**config.mk**
```make
export PLATFORM = sky130hd
export DESIGN_NAME = can_msg_fifo
export DESIGN_NICKNAME = d
export VERILOG_FILES = /design/src/rtl/can_fifo_pkg.sv /design/src/rtl/can_fifo_ram.sv /design/src/rtl/can_msg_fifo.sv
export SDC_FILE = /design/constraint.sdc
export NUM_CORES = 1
export LEC_CHECK = 0
export BUFFER_PORTS_ARGS = -buffer_cell sky130_fd_sc_hd__buf_4
export CORE_ASPECT_RATIO = 0.75
export CORE_MARGIN = 5
export CORE_UTILIZATION = 25
export CTS_BUF_LIST = sky130_fd_sc_hd__clkbuf_8
export DETAILED_ROUTE_END_ITERATION = 8
export PLACE_DENSITY = 0.47
export SLEW_MARGIN = 25
export SYNTH_ARGS = -nofsm -noshare
export SYNTH_HDL_FRONTEND = slang
export SYNTH_HIERARCHICAL = 1
export SYNTH_SLANG_ARGS = --single-unit
export TNS_END_PERCENT = 5
```
**constraint.sdc**
```tcl
create_clock -name i_sys_clk -period 14.3 [get_ports i_sys_clk]
set_clock_uncertainty 0.05 [all_clocks]
set_input_delay 0.715 -clock i_sys_clk [delete_from_list [all_inputs] [get_ports i_sys_clk]]
set_output_delay 0.715 -clock i_sys_clk [all_outputs]
set_load 0.005 [all_outputs]
```
**src/rtl/can_fifo_pkg.sv**
```systemverilog
// Shared constants for the CAN message FIFO: default geometry and read-mode encodings.
package can_fifo_pkg;
   localparam int CAN_FIFO_DATA_W = 128;
   localparam int CAN_FIFO_ADDR_W = 3;
   localparam int FIFO_MODE_STD   = 0;
   localparam int FIFO_MODE_FWFT  = 1;
endpackage

```
**src/rtl/can_fifo_ram.sv**
```systemverilog
// Simple dual-port message store: synchronous write, asynchronous read.
module can_fifo_ram #(
   parameter int DATA_WIDTH = 128,
   parameter int ADDR_WIDTH = 3
) (
   input  logic                  clk,
   input  logic                  we,
   input  logic [ADDR_WIDTH-1:0] waddr,
   input  logic [DATA_WIDTH-1:0] wdata,
   input  logic [ADDR_WIDTH-1:0] raddr,
   output logic [DATA_WIDTH-1:0] rdata
);
   logic [DATA_WIDTH-1:0] mem [0:(1<<ADDR_WIDTH)-1];

   always_ff @(posedge clk) begin
      if (we) mem[waddr] <= wdata;
   end

   assign rdata = mem[raddr];
endmodule

```
**src/rtl/can_msg_fifo.sv**
```systemverilog
// CAN Tx/Rx message FIFO: wrap-bit pointers, occupancy flags, sticky errors, flush,
// and a choice of registered or first-word-fall-through read path.
module can_msg_fifo
   import can_fifo_pkg::*;
#(
   parameter int DATA_WIDTH    = CAN_FIFO_DATA_W,
   parameter int ADDR_WIDTH    = CAN_FIFO_ADDR_W,
   parameter int AFULL_THRESH  = 6,
   parameter int AEMPTY_THRESH = 1,
   parameter int FWFT          = FIFO_MODE_STD
) (
   input  logic                  i_sys_clk,
   input  logic                  i_reset_n,
   input  logic                  i_flush,
   input  logic                  i_wr_en,
   input  logic [DATA_WIDTH-1:0] i_fifo_w_data,
   input  logic                  i_r_en,
   input  logic                  i_clr_err,
   output logic [DATA_WIDTH-1:0] o_fifo_r_data,
   output logic                  o_r_valid,
   output logic                  o_full,
   output logic                  o_empty,
   output logic                  o_almost_full,
   output logic                  o_almost_empty,
   output logic [ADDR_WIDTH:0]   o_count,
   output logic                  o_overflow,
   output logic                  o_underflow
);
   localparam int DEPTH = 1 << ADDR_WIDTH;
   localparam logic [ADDR_WIDTH:0] AF_TH = (ADDR_WIDTH+1)'(AFULL_THRESH);
   localparam logic [ADDR_WIDTH:0] AE_TH = (ADDR_WIDTH+1)'(AEMPTY_THRESH);

   if (ADDR_WIDTH < 1 || ADDR_WIDTH > 8 ||
       AFULL_THRESH < 1 || AFULL_THRESH > DEPTH ||
       AEMPTY_THRESH < 0 || AEMPTY_THRESH > DEPTH-1 ||
       (FWFT != FIFO_MODE_STD && FWFT != FIFO_MODE_FWFT)) begin : g_bad_param
      $error("can_msg_fifo: illegal parameter combination");
   end

   logic [ADDR_WIDTH:0]   wptr, rptr, count;
   logic                  empty, full, rd_acc, wr_acc, ovf_set, udf_set;
   logic [DATA_WIDTH-1:0] ram_rdata;

   assign count = wptr - rptr;
   assign empty = (wptr == rptr);
   assign full  = (wptr[ADDR_WIDTH] != rptr[ADDR_WIDTH]) &&
                  (wptr[ADDR_WIDTH-1:0] == rptr[ADDR_WIDTH-1:0]);

   // Flush wins over both requests and must not be mistaken for a rejected access.
   assign rd_acc  = i_r_en & ~empty & ~i_flush;
   assign wr_acc  = i_wr_en & (~full | rd_acc) & ~i_flush;
   assign ovf_set = i_wr_en & ~wr_acc & ~i_flush;
   assign udf_set = i_r_en & ~rd_acc & ~i_flush;

   always_ff @(posedge i_sys_clk or negedge i_reset_n) begin
      if (!i_reset_n) begin
         wptr        <= '0;
         rptr        <= '0;
         o_overflow  <= 1'b0;
         o_underflow <= 1'b0;
      end else begin
         if (i_flush) begin
            wptr <= '0;
            rptr <= '0;
         end else begin
            if (wr_acc) wptr <= wptr + 1'b1;
            if (rd_acc) rptr <= rptr + 1'b1;
         end
         o_overflow  <= ovf_set | (o_overflow  & ~i_clr_err);
         o_underflow <= udf_set | (o_underflow & ~i_clr_err);
      end
   end

   can_fifo_ram #(.DATA_WIDTH(DATA_WIDTH), .ADDR_WIDTH(ADDR_WIDTH)) u_ram (
      .clk   (i_sys_clk),
      .we    (wr_acc),
      .waddr (wptr[ADDR_WIDTH-1:0]),
      .wdata (i_fifo_w_data),
      .raddr (rptr[ADDR_WIDTH-1:0]),
      .rdata (ram_rdata)
   );

   assign o_count        = count;
   assign o_empty        = empty;
   assign o_full         = full;
   assign o_almost_full  = (count >= AF_TH);
   assign o_almost_empty = (count <= AE_TH);

   if (FWFT == FIFO_MODE_FWFT) begin : g_fwft
      // Mask the head so an empty FIFO never exposes stale or unwritten RAM.
      assign o_fifo_r_data = empty ? '0 : ram_rdata;
      assign o_r_valid     = ~empty;
   end else begin : g_std
      logic [DATA_WIDTH-1:0] r_data;
      logic                  r_valid;
      always_ff @(posedge i_sys_clk or negedge i_reset_n) begin
         if (!i_reset_n) begin
            r_data  <= '0;
            r_valid <= 1'b0;
         end else begin
            r_valid <= rd_acc;
            if (rd_acc) r_data <= ram_rdata;
         end
      end
      assign o_fifo_r_data = r_data;
      assign o_r_valid     = r_valid;
   end
endmodule

```
==> flow_summary.json <==
{
  "yosysSeqAreaShare_pct": 76.1,
  "ys.flop_type": "edfxtp_1",
  "powerDensity_nw_per_um2": 153,
  "finalNonFillerCells": 4920,
  "core_area_sq_um": 178000,
  "placement.io_buffers": 272,
  "maxSlewHeadroom_pct": 30.7,
  "fmax_ghz": 0.202,
  "grt-ovfl-total": 0,
  "synthTopCellsByArea": "edfxtp_1 68%, mux4_2 9.2%, dfrtp_1 7.7%, mux4_1 4.2%, mux2_2 3.8%",
  "first_pass_iters": 7,
  "grt_max_degree": 99,
  "cts.sinks": 1163,
  "drt-wirelength-per-cell_microns": 21.9,
  "drv_cap": 0,
  "timing.final.max_slew_violations": 0,
  "netlist.area_leader.share_pct": 68.4,
  "required_ns": 14.73,
  "antenna_found_initial": 12,
  "worst_setup_path_start_kind": "register",
  "synthToLayoutAreaGrowth_pct": 21.3,
  "grt.total_usage_pct": 11.4,
  "synth_commonest_cells": "1024 x edfxtp_1, 184 x mux4_2, 153 x mux2_2",
  "leakage_uw": 0.0182,
  "place_inst": 4431,
  "ant_nets": 0,
  "rows": 134,
  "cts_resized": 0,
  "gp_congestion": 0.686,
  "cp_max_fo": 45,
  "layout-drive-gt1-share_pct": 40.0,
  "viasPerCell": 4.17,
  "multi_input_area_sq_um": 9800,
  "fillers": 17280,
  "die_area_sq_um": 188000,
  "cts_max_level": 4,
  "layout.nets": 2514,
  "drc": 0,
  "grt_pass1_wl_microns": 157000,
  "outcome": "finished, final reports clean",
  "clk_latency_ns": 0.90,
  "min_period_ns": 4.95,
  "syn-cell-area_sq_um": 45000,
  "via_count": 20515,
  "hp-class": "input port to register",
  "io_pins": 273,
  "synth_top_cell_by_area": "edfxtp_1",
  "fin_setup_tns_ns": 0,
  "post-route-period-util_pct": 34.6,
  "initial_utilization_pct": 25.2,
  "grt_pass1_vias": 22770,
  "rsz0062_at_grt": "no",
  "root_buffer": "clkbuf_8",
  "synth_warnings": 6,
  "hold_viol": 0,
  "end_kind": "register",
  "irDropWorstVdd_mv": 0.0810,
  "cts_tree": "yes",
  "tightest_slew_ns": 1.04,
  "synth_cell_types": 41,
  "yosys.cell_count.top_type": "edfxtp_1",
  "synthArstFlopShare_pct": 12.0,
  "syn_nets": 1971,
  "final-seq-area_sq_um": 34200,
  "path_class": "register to register",
  "setup_viol": 0,
  "fp.dieH_microns": 377,
  "numCtsBuffers": 187,
  "ys_ff_latch": 1163,
  "synth_edf_count": 1024,
  "syn_inst": 1831,
  "critPathArrivalTime_ns": 5.38,
  "hpwlAfterDp_microns": 56600,
  "die_x_microns": 500,
  "drt_first_iter_violations": 1118,
  "clk_pin_slew_ns": 0.06,
  "syn_area_per_cell_sq_um": 24.6,
  "clockBufferDepth": 3,
  "wl_microns": 108000
}
-- path summary, 6_finish.rpt --
check / end / from / slack [ns] / cells past startpoint
min in group asynchronous: o_fifo_r_data[115] / i_reset_n / 0.37 / 2
worst max-delay path: u_ram/mem[0][109] / rptr[1] / 9.35 / 9
worst max register to register: u_ram/mem[0][109] / rptr[1] / 9.35 / 9
max in group asynchronous: o_fifo_r_data[22] / i_reset_n / 12.54 / 3
worst min register to register: o_fifo_r_data[57] / o_fifo_r_data[57] / 0.46 / 1
worst min-delay path: wptr[2] / i_wr_en / 0.22 / 4
-- per-stage QoR --
step	cell area, sq um	utilization (%)	hold WS [ns]	total power (uW)	setup slack (ns)
final	54500	30.6	0.219	8330	9.35
after global routing	54500	30.6	0.103	8770	8.95
after CTS	54500	30.5	0.0718	8520	9.13
after detailed placement	49400	27.7	0.449	5600	9.18
after global placement	49400	27.7	0.443	5580	9.11
after floorplan	45000	-	0.369	5010	3.53
-- cell type report --
type	instances	share of cell area [%]
sequential	1163	62.8
multi-input combinational	575	18.0
timing repair buffer	440	6.87
tap	2380	5.46
clock buffer	209	5.27
clock inverter	140	1.58
inverter	7	0.0482
antenna	6	0.0275
-- registers in the layout, summed over array words and instances, names as in the netlist --
register       count
rptr               4
u_ram/mem       1024
o_r_valid          1
wptr               4
o_underflow        1
o_fifo_r_data    128
o_overflow         1
-- placed cells by master, fill, tap and decap left out, types with 2 or more instances in the layout --
master         netlist  routed
a21oi_1              4       4
buf_12              13       6
buf_4                2     297
buf_6                9       2
bufinv_16            0       7
clkbuf_8            13     210
clkinv_1             0      25
clkinv_2             0      19
clkinv_8             0       3
clkinvlp_4           0       5
dfrtp_1            139     136
dfrtp_4              0       3
diode_2              0       6
dlygate4sd3_1        0     133
edfxtp_1          1024    1024
ha_1                 5       5
inv_1                7      78
inv_12               0       2
inv_6                0       4
inv_8                0       3
mux2_1               3       3
mux2_2             153     153
mux2_4             100     100
mux2i_1              2       2
mux4_1              72      72
mux4_2             184     184
nand2_1              4       4
nand2b_1             3       3
nand3b_1             2       2
nor2_1              16      10
nor2_4               1       7
nor3_2               0       2
o21ai_0              3       3
xnor2_1              5       5
xor2_1               3       3
-- power breakdown --
| group | total (uW) | internal [uW] | switching (uW) |
|---|---|---|---|
| clock network | 2820 | 1480 | 1340 |
| registers | 4120 | 3930 | 189 |
| logic | 1390 | 858 | 532 |
-- critical path, cell delays in order, from the launching register on --
cell and delay [ns]:
dfrtp_4 0.95, inv_1 0.22, ha_1 0.39, nand3_2 0.17, o31ai_2 0.13, nor2_1 0.18
nand2b_1 0.25, nor3_2 0.52, buf_4 0.80, buf_4 0.80
-- cell families after synthesis --
| kind of cell | after synthesis | synth area share, % |
|---|---|---|
| flip-flops | 1163 | 76.1 |
| multiplexers | 514 | 20.7 |
| buffers and inverters | 93 | 2.20 |
| AND/OR/NAND/NOR | 35 | 0.395 |
| AO/OA/AOI/OAI | 11 | 0.178 |
| XOR/XNOR | 9 | 0.192 |
| adder cells (fa/ha/maj) | 6 | 0.184 |
-- timing repair --
item | CTS | global route
endpoints found under the setup margin | 0 | 0
setup buffers | 0 | 0
hold buffers | 133 | 0
endpoints found under the hold margin | 1085 | 0
-- per-layer routing --
| metal | up-vias | GRT usage (%) | part of all wire [%] |
|---|---|---|---|
| li1 | 8878 | - | - |
| met1 | 11020 | 14.2 | 43 |
| met2 | 418 | 19.6 | 51 |
| met3 | 191 | 2.95 | 4.3 |
| met4 | 8 | 2.97 | 1.9 |
| met5 | - | 0 | 0.051 |
Power figures use the tool's default switching activity.
